$ cat config.mk
export PLATFORM = sky130hd
export DESIGN_NAME = writeback_regfile
export DESIGN_NICKNAME = d
export VERILOG_FILES = /design/src/rtl/adder_pkg.sv /design/src/rtl/wb_fifo.sv /design/src/rtl/writeback_regfile.sv
export SDC_FILE = /design/constraint.sdc
export NUM_CORES = 1
export LEC_CHECK = 0
export CORE_ASPECT_RATIO = 1.5
export CORE_MARGIN = 2
export CORE_UTILIZATION = 49
export DETAILED_ROUTE_END_ITERATION = 16
export GPL_TIMING_DRIVEN = 0
export PLACE_DENSITY = 0.67
export SLEW_MARGIN = 20
export SYNTH_ARGS = -nofsm -noshare
export SYNTH_HDL_FRONTEND = slang
export SYNTH_SLANG_ARGS = --single-unit
$ cat constraint.sdc
create_clock -name clk -period 3.35 [get_ports clk]
set_clock_uncertainty 0.2 [all_clocks]
set_input_delay 0.67 -clock clk [delete_from_list [all_inputs] [get_ports clk]]
set_output_delay 0.67 -clock clk [all_outputs]
set_load 0.05 [all_outputs]
$ cat src/rtl/adder_pkg.sv
// Shared widths, the write-back entry type and the opcode constants used by
// execute and the write-back/register-file slice.
package adder_pkg;

    localparam int DATA_W   = 8;
    localparam int ADDR_W   = 4;
    localparam int NUM_REGS = 2 ** ADDR_W;

    typedef struct packed {
        logic [ADDR_W-1:0] addr;
        logic [DATA_W-1:0] data;
    } wb_entry_t;

    localparam logic [3:0] OP_INC = 4'b0001;
    localparam logic [3:0] OP_DEC = 4'b0010;

endpackage

$ cat src/rtl/wb_fifo.sv
// In-order write buffer between execute and the register file. Also offers a
// combinational lookup returning the newest buffered entry for an address.
module wb_fifo
    import adder_pkg::*;
#(
    parameter int DEPTH = 2
) (
    input  logic                       clk,
    input  logic                       rst,
    input  logic                       push,
    input  wb_entry_t                  push_entry,
    input  logic                       pop,
    output wb_entry_t                  head_entry,
    output logic [$clog2(DEPTH+1)-1:0] count,
    output logic                       full,
    output logic                       empty,
    input  logic [ADDR_W-1:0]          lookup_addr,
    output logic                       lookup_hit,
    output logic [DATA_W-1:0]          lookup_data
);

    localparam int CNT_W = $clog2(DEPTH + 1);
    localparam int PTR_W = (DEPTH > 1) ? $clog2(DEPTH) : 1;

    wb_entry_t        mem [DEPTH];
    logic [PTR_W-1:0] rd_ptr;
    logic [PTR_W-1:0] wr_ptr;
    logic             do_push;
    logic             do_pop;

    // Pointers wrap at DEPTH, which need not be a power of two.
    function automatic logic [PTR_W-1:0] next_ptr(input logic [PTR_W-1:0] p);
        return (p == PTR_W'(DEPTH - 1)) ? '0 : p + 1'b1;
    endfunction

    assign full       = (count == CNT_W'(DEPTH));
    assign empty      = (count == '0);
    assign do_push    = push && !full;
    assign do_pop     = pop && !empty;
    assign head_entry = mem[rd_ptr];

    always_ff @(posedge clk) begin
        if (rst) begin
            rd_ptr <= '0;
            wr_ptr <= '0;
            count  <= '0;
        end else begin
            if (do_push) begin
                mem[wr_ptr] <= push_entry;
                wr_ptr      <= next_ptr(wr_ptr);
            end
            if (do_pop) begin
                rd_ptr <= next_ptr(rd_ptr);
            end
            case ({do_push, do_pop})
                2'b10:   count <= count + 1'b1;
                2'b01:   count <= count - 1'b1;
                default: count <= count;
            endcase
        end
    end

    // Walk from oldest to newest so the newest matching entry wins.
    always_comb begin
        int               sum;
        logic [PTR_W-1:0] idx;
        lookup_hit  = 1'b0;
        lookup_data = '0;
        sum         = 0;
        idx         = '0;
        for (int i = 0; i < DEPTH; i++) begin
            if (i < int'(count)) begin
                sum = int'(rd_ptr) + i;
                if (sum >= DEPTH) begin
                    sum = sum - DEPTH;
                end
                idx = PTR_W'(sum);
                if (mem[idx].addr == lookup_addr) begin
                    lookup_hit  = 1'b1;
                    lookup_data = mem[idx].data;
                end
            end
        end
    end

endmodule

$ cat src/rtl/writeback_regfile.sv
// Write-back stage: buffers execute results, drains them into a 16x8 register
// file, and serves a registered read port that sees all accepted writes.
module writeback_regfile
    import adder_pkg::*;
#(
    parameter int DEPTH = 2
) (
    input  logic                       clk,
    input  logic                       rst,
    input  logic                       wb_valid,
    input  logic [ADDR_W-1:0]          wb_addr,
    input  logic [DATA_W-1:0]          wb_data,
    output logic                       wb_ready,
    input  logic                       host_we,
    input  logic [ADDR_W-1:0]          host_addr,
    input  logic [DATA_W-1:0]          host_wdata,
    input  logic [ADDR_W-1:0]          rd_addr,
    output logic [DATA_W-1:0]          rd_data,
    output logic                       pending,
    output logic [$clog2(DEPTH+1)-1:0] count
);

    logic [DATA_W-1:0] regs [NUM_REGS];
    wb_entry_t         push_entry;
    wb_entry_t         head_entry;
    logic              accept;
    logic              drain;
    logic              fifo_full;
    logic              fifo_empty;
    logic              hit;
    logic [DATA_W-1:0] hit_data;
    logic [DATA_W-1:0] rd_next;

    // Ready depends only on stored occupancy; a same-cycle drain does not reopen it.
    assign wb_ready   = !fifo_full;
    assign pending    = !fifo_empty;
    assign accept     = wb_valid && wb_ready;
    assign drain      = !host_we && !fifo_empty;
    assign push_entry = '{addr: wb_addr, data: wb_data};

    wb_fifo #(
        .DEPTH (DEPTH)
    ) u_fifo (
        .clk         (clk),
        .rst         (rst),
        .push        (accept),
        .push_entry  (push_entry),
        .pop         (drain),
        .head_entry  (head_entry),
        .count       (count),
        .full        (fifo_full),
        .empty       (fifo_empty),
        .lookup_addr (rd_addr),
        .lookup_hit  (hit),
        .lookup_data (hit_data)
    );

    // Host owns the write port when active; the drain simply waits a cycle.
    always_ff @(posedge clk) begin
        if (rst) begin
            for (int i = 0; i < NUM_REGS; i++) begin
                regs[i] <= '0;
            end
        end else if (host_we) begin
            regs[host_addr] <= host_wdata;
        end else if (drain) begin
            regs[head_entry.addr] <= head_entry.data;
        end
    end

    // Newest-first: incoming result, buffered entries, host write, array.
    always_comb begin
        rd_next = regs[rd_addr];
        if (accept && (wb_addr == rd_addr)) begin
            rd_next = wb_data;
        end else if (hit) begin
            rd_next = hit_data;
        end else if (host_we && (host_addr == rd_addr)) begin
            rd_next = host_wdata;
        end
    end

    always_ff @(posedge clk) begin
        if (rst) begin
            rd_data <= '0;
        end else begin
            rd_data <= rd_next;
        end
    end

endmodule

# Yosys cells after proc, flatten, opt, wreduce, memory -nomap -nowiden
# Memories as Yosys holds them, arrays and structs flattened. A register that Yosys moved wholly into a read port is not among the register bits.
# Cells that the tools add are included.
dict set report totals {
  reg_bits 12
  latchBits 0
  ramBits 152
  mem_bits_ro 0
  inputBits 32
  memories 2
}
dict set report op_classes {
  addsub 7
  multipliers 0
  div_mod_pow 0
  magnitude_cmp 4
  eq_ne 7
  n_shift 0
  mux 38
  n_bitwise 0
  reduce_logical 13
}
# memory depth word_bits read_ports rd_clocked_by_memory_dff wr line
set memory_table {}
lappend memory_table {regs 16 8 1 0 16 writeback_regfile.sv:23} ;# logic [DATA_W-1:0] regs [NUM_REGS];
lappend memory_table {u_fifo.mem 2 12 3 1 1 wb_fifo.sv:25} ;# wb_entry_t mem [DEPTH];
# cell n
set ops {}
lappend ops {{$mux 8} 9}
lappend ops {{$mux 1} 26}
lappend ops {{$eq 4x4->1} 4}
lappend ops {{$reduce_or 8->1} 2}
lappend ops {{$mux 4} 2}
lappend ops {{$logic_and 1x1->1} 6}
lappend ops {{$eq 2x2->1 const B} 2}
lappend ops {{$lt 1x2->1 const A} 2}
lappend ops {{$pmux 2 s2} 1}
lappend ops {{$logic_not 1->1} 3}
lappend ops {{$add 1x1->1 const B} 2}
lappend ops {{$add 1x1->2 const B} 1}
lappend ops {{$add 2x1->2 const B} 1}
lappend ops {{$eq 2x1->1 const B} 1}
lappend ops {{$ge 1x2->1 const B} 1}
lappend ops {{$ge 2x2->1 const B} 1}
lappend ops {{$logic_not 2->1} 1}
lappend ops {{$reduce_bool 2->1} 1}
lappend ops {{$sub 1x1->1 const B} 2}
lappend ops {{$sub 2x1->2 const B} 1}

# Logic depth before layout (Yosys ltp)
# An unclocked memory read counts as a cell.
dict set report depth {
  word_depth 11
  mapped_depth 10
  depth_no_buf 8
}

# Cells and area by module
# From an unflattened synthesis, not the netlist that was laid out.
dict set report hier_totals {
  cells_unflattened 629
  hier_area_um2 8081.5
}
# module n_inst cells_each area_per_inst_um2
set modules_own_cells {}
lappend modules_own_cells {writeback_regfile 1 496 6467.5}
lappend modules_own_cells {wb_fifo 1 133 1614.0}

# Worst setup path after synthesis
# Ideal clock, no wire load.
dict set report synth_path {
  path_type {flip-flop to flip-flop}
  start {register u_fifo.count[0]}
  end {memory u_fifo.mem[1][0] (netlist bit), enable pin}
  setup_ps 399
  arrival_time_ps 2529
  setup_slack_ps 221
  path_stages_with_launch 6
  n_path_buf 0
  period_less_slack_ps 3129
  cell_sequence {dfxtp_1 inv_1 ha_1 inv_1 nand2_1 nor3b_1}
}
dict set report synth_via {
  elab_chain_cells 7
}
# item line
set synth_rtl {}
lappend synth_rtl {{start: declaration} wb_fifo.sv:14} ;# output logic [$clog2(DEPTH+1)-1:0] count,
lappend synth_rtl {{start signal: assignment} wb_fifo.sv:56} ;# 2'b10: count <= count + 1'b1;
lappend synth_rtl {{start signal: assignment} wb_fifo.sv:57} ;# 2'b01: count <= count - 1'b1;
lappend synth_rtl {{start signal: assignment} wb_fifo.sv:58} ;# default: count <= count;
lappend synth_rtl {{$eq 2x2->1 *} wb_fifo.sv:36} ;# assign full = (count == CNT_W'(DEPTH));
lappend synth_rtl {{$logic_not 1->1 *} writeback_regfile.sv:35} ;# assign wb_ready = !fifo_full;
lappend synth_rtl {{via wb_ready} writeback_regfile.sv:13} ;# output logic wb_ready,
lappend synth_rtl {{$logic_and 1x1->1} writeback_regfile.sv:37} ;# assign accept = wb_valid && wb_ready;
lappend synth_rtl {{$logic_and 1x1->1 *} wb_fifo.sv:38} ;# assign do_push = push && !full;
lappend synth_rtl {{$mux 1 *} wb_fifo.sv:48} ;# if (do_push) begin
lappend synth_rtl {{$mux 1 *} wb_fifo.sv:43} ;# if (rst) begin
lappend synth_rtl {{$mux 1 (implied by the code) *} wb_fifo.sv:49} ;# mem[wr_ptr] <= push_entry;
lappend synth_rtl {{end: declaration} wb_fifo.sv:25}
# Mark *: on every way through the listed nets, which the timed path passes. The rest lies on a longest branch.

==> qor.yml <==
sta:
  worst_slew_pin_slew_ns: 0.761
  finalCritPeriodShare: 0.973
  fmax_mhz: 307
  setup_tns_ns: 0
  rsz0062_at_grt: "false"
  setup_viol: 0
  hold_viol: 0
  holdWs_ns: 0.371
  final_max_slew_viol_count: 0
  period_needed_ns: 3.26
  relSlewSlack: 0.493
drt:
  firstDrtPassIters: 7
  wl_per_cell_um: 23.3
  num_vias: 5535
  routed_wl_mm: 21.0
  route.detailed.drc: 0
  drt_iter0_markers: 591
  via_per_inst: 6.15
  drtAntennaViolNets: 0
yosys:
  synth-seq-cells: 165
  synth-seq-area-share: 0.618
  synthCells: 624
  synth-simple-area-share: 0.143
  synth-edff-count: 152
  synth.largest_area_cell: "edfxtp_1"
  ys_top_cells_by_count: "158 x nor2_1, 152 x edfxtp_1, 44 x nand2_1"
  syn_avg_cell_area_um2: 12.5
  synthFlopType: "edfxtp_1"
  synth-compound-area-share: 0.0677
  async_flop_share: 0
  synth_warnings: 0
  synth_top_family_by_area: "simple AND/OR/NAND/NOR gates"
  synth_top_area_share: 0.585
  synth_area_leaders: "edfxtp_1 58%, nor2_1 7.6%, mux4_2 6.9%"
  synth.most_common_cell: "nor2_1"
  synthMuxAreaShare: 0.119
  synthesis.area_um2: 7800
  synthXorXnorAreaFrac: 0.0202
  syn_nets: 660
  yosys.cell_types.count: 42
  synth_fa_ha_area_frac: 0.00641
power:
  p_total_mw: 5.95
  p_per_area_nw_per_um2: 648
  peakVddDrop_mv: 0.353
  power.leakage_nw: 3.20
run_status:
  outcome: "finished, final reports clean"
global_routing:
  grt_max_degree: 17
  grt_pass1_wl_mm: 31.6
  gr-usage-all-layers: 0.256
  grt_pass1_vias: 5512
  antenna_found_initial: 0
  grt_overflow: 0
finish:
  final_nets: 721
  area_delta_synth_final_pct: 17.7
  drive_gt1_frac: 0.168
  final_util: 0.588
  diodes: 0
clocking:
  h-tree-depth: 4
  clk_pin_slew_ns: 0.07
  cts_tree: "done"
  clock-sinks: 165
  cts-root-buf: "clkbuf_16"
  worstSkewPairLatency_ns: 0.43
  clockBufferDepth: 2
  cts_buffers: 17
  hold_buffers: 0
setup_path:
  reg2reg_slack_ns: 0.21
  r2r-end: "regs[0][3]"
  critPathCapture: "regs[0][3]"
  crit_path_start: "rst"
  cp_data_required_time_ns: 3.32
  cp_max_fo: 10
  cp-start-kind: "primary input"
  cp.arrival_ns: 3.23
  crit_type: "primary input to flop"
  r2r_start: "u_fifo.count[0]"
  crit_path_end_kind: "flop"
  worst-r2r-cell-count: 8
die:
  io_pins: 44
  die_y_um: 159
  initial_utilization: 0.499
  dieArea_um2: 17000
  core_area_um2: 15600
  std_cell_rows: 56
  die_w_um: 107
job:
  drv_cap: 0
placed_design:
  place.gp.congestion: 0.910
  hpwlAfterDp_mm: 15.1
  port_buffers: 40
min_path:
  hp-class: "flop to flop"
sequential cells by signal (all words and copies together) (netlist names), named ones only:
register,cells
u_fifo.mem,24
regs,128
rd_data,8
u_fifo.count,2
u_fifo.wr_ptr,1
u_fifo.rd_ptr,1
power by group:
group	internal, mW	switching, mW
Clock	1.19	0.856
Sequential	2.43	0.0719
Combinational	0.490	0.914
kinds of logic (layout without fill, tap and decap cells):
| group | after synthesis | after routing |
|---|---|---|
| buf+inv | 44 | 117 |
| mux | 62 | 62 |
| flops | 165 | 165 |
| simple gates | 259 | 259 |
| xor+xnor | 18 | 18 |
| compound gates | 72 | 72 |
| fa+ha+maj | 4 | 4 |
stage by stage:
step / cell area [µm²] / cells / worst slack (ns)
3_5_place_dp: 8480 / 869 / -0.857
4_1_cts: 9130 / 900 / -0.130
3_3_place_gp: 8460 / 867 / -0.768
5_1_grt: 9190 / 900 / 0.000848
2_1_floorplan: 7800 / 624 / 0.221
6_report: 9190 / 900 / 0.0921
cells in the final DEF (no fill, tap or decap), types with 3 or more instances in the layout:
cell	count
nor2_1	157
edfxtp_1	152
nand2_1	43
clkdlybuf4s50_1	40
mux2i_1	28
mux4_2	24
nand3_1	19
clkbuf_16	17
dfxtp_1	13
clkbuf_1	11
nand2b_2	11
clkbuf_2	10
xor2_1	10
mux2_2	9
a21oi_1	9
a21oi_2	8
buf_2	8
xnor2_1	8
a32o_1	8
o22ai_1	8
o21ai_0	8
a22o_1	8
o221ai_1	8
a311oi_1	7
nand2b_1	6
buf_1	6
inv_1	5
nand3b_1	5
ha_1	4
inv_6	4
nor3_1	3
buf_6	3
bufinv_16	3
per-layer routing:
| metal | share of wire | track usage | vias up |
|---|---|---|---|
| li1 | - | - | 2426 |
| met1 | 0.36 | 0.290 | 2750 |
| met2 | 0.53 | 0.466 | 306 |
| met3 | 0.058 | 0.0413 | 53 |
| met4 | 0.046 | 0.126 | 0 |
| met5 | 0 | 0 | - |
cell type report:
type | instances | area (µm²)
clock inverter | 14 | 193
clock buffer | 17 | 425
inverter | 5 | 18.8
tap | 203 | 254
timing repair buffer | 42 | 415
multi-input combinational | 415 | 2860
buffer | 39 | 195
sequential | 165 | 4820
fill | 1229 | 6440
worst min-delay path by stage:
stage | from | end | cells after the start
2_1_floorplan | u_fifo.wr_ptr | u_fifo.wr_ptr | 2
3_3_place_gp | u_fifo.wr_ptr | u_fifo.wr_ptr | 2
3_5_place_dp | u_fifo.count[1] | u_fifo.count[1] | 2
4_1_cts | u_fifo.count[1] | u_fifo.count[1] | 2
5_1_grt | u_fifo.count[0] | u_fifo.count[0] | 2
6_report | u_fifo.count[1] | u_fifo.count[1] | 2
timing repair:
action	CTS	global route
pin swaps	0	1
hold endpoints to repair	0	0
resized for setup	12	28
endpoints found under the setup margin	150	184
setup buffers	0	0
worst max-delay path: stages:
cell and delay, ns:
clkdlybuf4s50_1 0.57, or3_1 0.41, clkbuf_1 0.17, clkbuf_2 0.27
a21oi_2 0.57, clkbuf_2 0.46, nor2_1 0.09
No activity file was read; power rests on OpenSTA's default activity.
==> RTL change 1, RTL diff (same settings) <==
Register the output `count`, with the module's reset; this adds one clock of latency there. The other outputs are not delayed to match.
--- a/src/rtl/writeback_regfile.sv
+++ b/src/rtl/writeback_regfile.sv
@@ -19,6 +19,8 @@
     output logic                       pending,
     output logic [$clog2(DEPTH+1)-1:0] count
 );
+
+    logic [$clog2(DEPTH+1)-1:0] count_d;
 
     logic [DATA_W-1:0] regs [NUM_REGS];
     wb_entry_t         push_entry;
@@ -47,7 +49,7 @@
         .push_entry  (push_entry),
         .pop         (drain),
         .head_entry  (head_entry),
-        .count       (count),
+        .count       (count_d),
         .full        (fifo_full),
         .empty       (fifo_empty),
         .lookup_addr (rd_addr),
@@ -88,5 +90,13 @@
         end
     end
 
+    always_ff @(posedge clk) begin
+        if (rst) begin
+            count <= '0;
+        end else begin
+            count <= count_d;
+        end
+    end
+
 endmodule
 
Behaviour: not the same (Yosys sat finds a counterexample within 4 cycles, from zero or initial values and one cycle with rst high).
==> RTL change 1 against the original RTL <==
- cell count grew 0.67%
- cell area grew 0.37%
- critical path type unchanged
- sequential cell count grew 2
- setup slack gained 0.051 ns
- power shrank 2.3%
- first-iteration DRC count shrank 15%
- wire length grew 2.0%
- area after synthesis grew 1.3%
- sequential share of layout area grew 0.24 points
- highest routed layer unchanged
==> RTL change 1: results (changes against the original RTL) <==
status completed; top cells by count, synth 161 x nor2_1, 152 x edfxtp_1, 36 x nand2_1; Inst Count DP 874 (+0.58%); Layout Nets 726 (+0.69%); Min-Delay Path Class flip-flop to flip-flop; sequential area share after synthesis 0.615 (-0.00315); Detailed Routing Iterations Pass 1 5 (-2); Starting DRT DRC Count 505 (-15%); post-DP HPWL 15400 um (+2.1%); LEAKAGE 3.19 nW (-0.29%); share of cells above drive strength 1 0.166 (-0.00143); vias in the first global route 5732 (+4.0%); Post-Route WL 21400 um (+2.0%); critical path's largest stage delay 0.55 ns (-0.02 ns); delay-heaviest family, CP buffers and inverters; Max transition margin 0.445 (-0.0480); largest net degree at the start of global routing 19 (+2); GRT Total Usage 0.257 (+0.000663); Area contributors post-synth edfxtp_1 58%, nor2_1 7.6%, mux4_2 6.8%, dfxtp_1 3.8%, mux2i_1 2.8%; Layout Cells excl Fill 906 (+0.67%); Syn Nets 666 (+0.91%); Mapped Cells 630 (+0.96%); Vias/cell 6.07 (-1.2%); VDD IR max 0.000317 V (-10%); CP arrival 3.16 ns (-0.07 ns); CP max stage cell a21oi_2; number of fill cells in the layout 1251 (+1.8%); htree depth 4 (unchanged); Placer Congestion 0.926 (+1.7%); post-synthesis cell type count 44 (+4.8%)
-- RTL change 1: cell families (layout without fill, tap and decap cells) --
family,Yosys count,after routing,share of synthesized area
AO/OA/AOI/OAI,71,71,0.0718
AND/OR/NAND/NOR,268,268,0.150
multiplexers,56,56,0.110
flip-flops,167,167,0.615
buffers and inverters,46,119,0.0269
adder cells (fa/ha/maj),4,4,0.00633
XOR/XNOR,18,18,0.0199
-- RTL change 1: final timing paths --
check	depth (start not counted)	start	slack, ns	endpoint
worst max-delay path	7	host_we	0.14	regs[7][4]
worst min-delay path	2	u_fifo.count[0]	0.34	count[0]
worst max register to register	8	u_fifo.count[1]	0.22	regs[7][4]
worst min register to register	2	u_fifo.count[0]	0.34	count[0]
-- RTL change 1: what timing repair did --
item                       in CTS  in global routing
gates resized for setup        13                 14
setup endpoints to repair      79                174
gates cloned                    0                  0
-- RTL change 1: area by class of cell --
type,instances,area share
Sequential cell,167,0.528
Tap cell,203,0.0275
Timing Repair Buffer,41,0.0440
Clock inverter,15,0.0175
Buffer,41,0.0224
Multi-Input combinational cell,417,0.313
Inverter,5,0.00204
Clock buffer,17,0.0461
-- RTL change 1: power breakdown --
| part | leakage, nW | internal (W) | switching, W |
|---|---|---|---|
| Combinational | 1.23 | 0.000484 | 0.000899 |
| Clock | 0.285 | 0.000995 | 0.000915 |
| Sequential | 1.67 | 0.00245 | 0.0000680 |
| Total | 3.19 | 0.00393 | 0.00188 |
-- RTL change 1: worst register-to-register path, stage by stage, from the launching register on --
cell and delay (ns):
dfxtp_1 0.37, inv_1 0.10, ha_1 0.28, or3_1 0.32
clkbuf_1 0.17, clkbuf_2 0.27, a21oi_2 0.55, clkbuf_1 0.51
nor2_1 0.10
-- RTL change 1: routing by layer --
metal	global-route usage	share of wire	vias up
met5	0	0	-
met4	0.132	0.048	0
met3	0.0434	0.058	58
met2	0.458	0.53	270
met1	0.290	0.36	2720
li1	-	-	2455
-- RTL change 1: metrics by stage --
step           total power (W)  hold WS (ns)  instance area (sq um)  setup TNS (ns)  utilization
4_1_cts                0.00582         0.342                   9200       -0.000574        0.586
3_5_place_dp           0.00393         0.330                   8580          -97.67        0.547
2_1_floorplan          0.00346         0.290                   7910               0            -
5_1_grt                0.00601         0.375                   9220               0        0.588
3_3_place_gp           0.00389         0.309                   8550         -104.50        0.545
6_report               0.00582         0.338                   9220               0        0.588
==> RTL change 2, RTL diff (same settings) <==
Made on the original files. `ADDR_W`: 4 -> 6.
--- a/src/rtl/adder_pkg.sv
+++ b/src/rtl/adder_pkg.sv
@@ -3,7 +3,7 @@
 package adder_pkg;
 
     localparam int DATA_W   = 8;
-    localparam int ADDR_W   = 4;
+    localparam int ADDR_W   = 6;
     localparam int NUM_REGS = 2 ** ADDR_W;
 
     typedef struct packed {
Ports: changed (resized host_addr, rd_addr and wb_addr); port bits go from 44 to 50. The function was not compared with the original's and may differ.
==> RTL change 2 against the original RTL <==
- the flow now finishes with violations (setup timing)
- setup slack got worse by 0.18 ns
- sequential share of layout area rose by 3.0 points
- die area rose to 3.2 times the old value
- combinational power up 130%
- sequential cell count grew 388
- synthesized cell count grew to 3.1 times the old value
- largest cell class unchanged
- cell count rose to 3.0 times the old value
- largest power group unchanged
- wire length grew to 4.0 times the old value
- power rose to 2.9 times the old value
- cell area grew to 3.2 times the old value
- area after synthesis increased to 3.3 times the old value
- non-clock buffer count grew 115
==> RTL change 2: results (changes against the original RTL) <==
sequential area share after synthesis 0.647 (+0.0291); Final WS setup -0.0833 ns (-0.175 ns); clk buf depth 3 (+1); GRT Total Usage 0.312 (+0.0556); setup tns final -0.170 ns (-0.170 ns); Worst-Skew Late Latency 0.59 ns (+0.16 ns); Max transition margin 0.256 (-0.237); EDFF count, synth 540 (+260%); status finished, violations left; share of cells above drive strength 1 0.248 (+0.0806); via count 17300 (+210%); NetSw 0.00487 W (+160%); Syn Nets 1950 (+200%); Area contributors post-synth edfxtp_1 64%, nor2_1 8.1%, mux4_2 7.1%, mux2i_1 4.6%, nand2b_1 1.9%; CP max stage cell mux4_2; vias in the first global route 17600 (+220%); endpoints failing setup 5 (+5); Layout Nets 2067 (+190%); CTS buffer count 52 (+35); failing checks setup timing; delay-heaviest family, CP multiplexers; IO buf count 46 (+15%); VDD IR max 0.000387 V (+9.5%); Post-Route WL 83300 um (+300%); Starting DRT DRC Count 2092 (+250%)
RTL change 2: changes by cell type in the layout (fill, tap and decap cells not counted), sizes merged, moves of 16 or more:
cell	before	now
mux2i	29	116
a221oi	0	31
nor2	158	551
clkbuf	39	92
mux4	24	80
buf	19	121
o22ai	8	32
nand2	44	77
edfxtp	152	540
clkinv	3	19
nand2b	17	77
mux2	9	40
RTL change 2: metrics by stage:
step                      setup slack [ns]  hold WS (ns)  instance area, sq um  instances  total power, W
final                              -0.0833         0.366                 29700       2743          0.0173
after global routing               -0.0759         0.413                 29700       2741          0.0176
after CTS                          -0.0545         0.373                 29300       2730          0.0171
after detailed placement             -1.40         0.356                 26800       2633          0.0110
after global placement               -1.42         0.309                 26800       2630          0.0109
after floorplan                     0.0171         0.294                 25500       1908         0.00987
RTL change 2: final cells by class:
class	count	area [sq um]
diodes	2	5.00
plain buffers	127	752
clock buffers	63	1360
clock inverters	31	337
fillers	4025	21700
inverters	8	30.0
multi-input cells	1214	9150
flip-flops and latches	553	16500
well taps	676	846
repair buffers	69	733
RTL change 2: power by group through the flow:
stage               Clock, W  Sequential (W)  Combinational (W)
CTS                  0.00603         0.00804            0.00300
floorplan                  0         0.00824            0.00163
detailed placement         0         0.00819            0.00278
finish               0.00605         0.00804            0.00317
global placement           0         0.00817            0.00275
global route         0.00629         0.00806            0.00325
RTL change 2: worst min-delay path, cell delays in order (launching register included):
cell     delay (ns)
dfxtp_1        0.37
xor2_1         0.08
nor2_1         0.08
RTL change 2: final timing paths:
check                  startpoint       endpoint  slack [ns]
hold / removal      u_fifo.wr_ptr  u_fifo.wr_ptr        0.37
setup / recovery       rd_addr[0]     rd_data[3]       -0.08
setup reg to reg  u_fifo.count[0]    regs[55][4]        0.02
hold reg to reg     u_fifo.wr_ptr  u_fifo.wr_ptr        0.37
RTL change 2: timing repair:
item / in CTS / in global routing
gates cloned: 0 / 0
endpoints found under the setup margin: 1010 / 594
pin swaps: 5 / 8
buffers inserted: 9 / 11
gates resized for setup: 198 / 69
RTL change 2: metal layers:
metal  vias to the layer above  GRT usage  routed length, um
met3                       349     0.0559               7490
met5                         -          0                  0
met2                      1078      0.526              41000
met1                      8638      0.350              26900
met4                         0      0.235               7860
li1                       7249          -                  -
RTL change 2: kinds of logic after synthesis:
group                    Yosys count  synth area share
XOR/XNOR                          27           0.00929
AO/OA/AOI/OAI                    147            0.0446
flip-flops                       553             0.647
adder cells (fa/ha/maj)            4           0.00197
multiplexers                     236             0.134
AND/OR/NAND/NOR                  800             0.135
buffers and inverters            141            0.0279
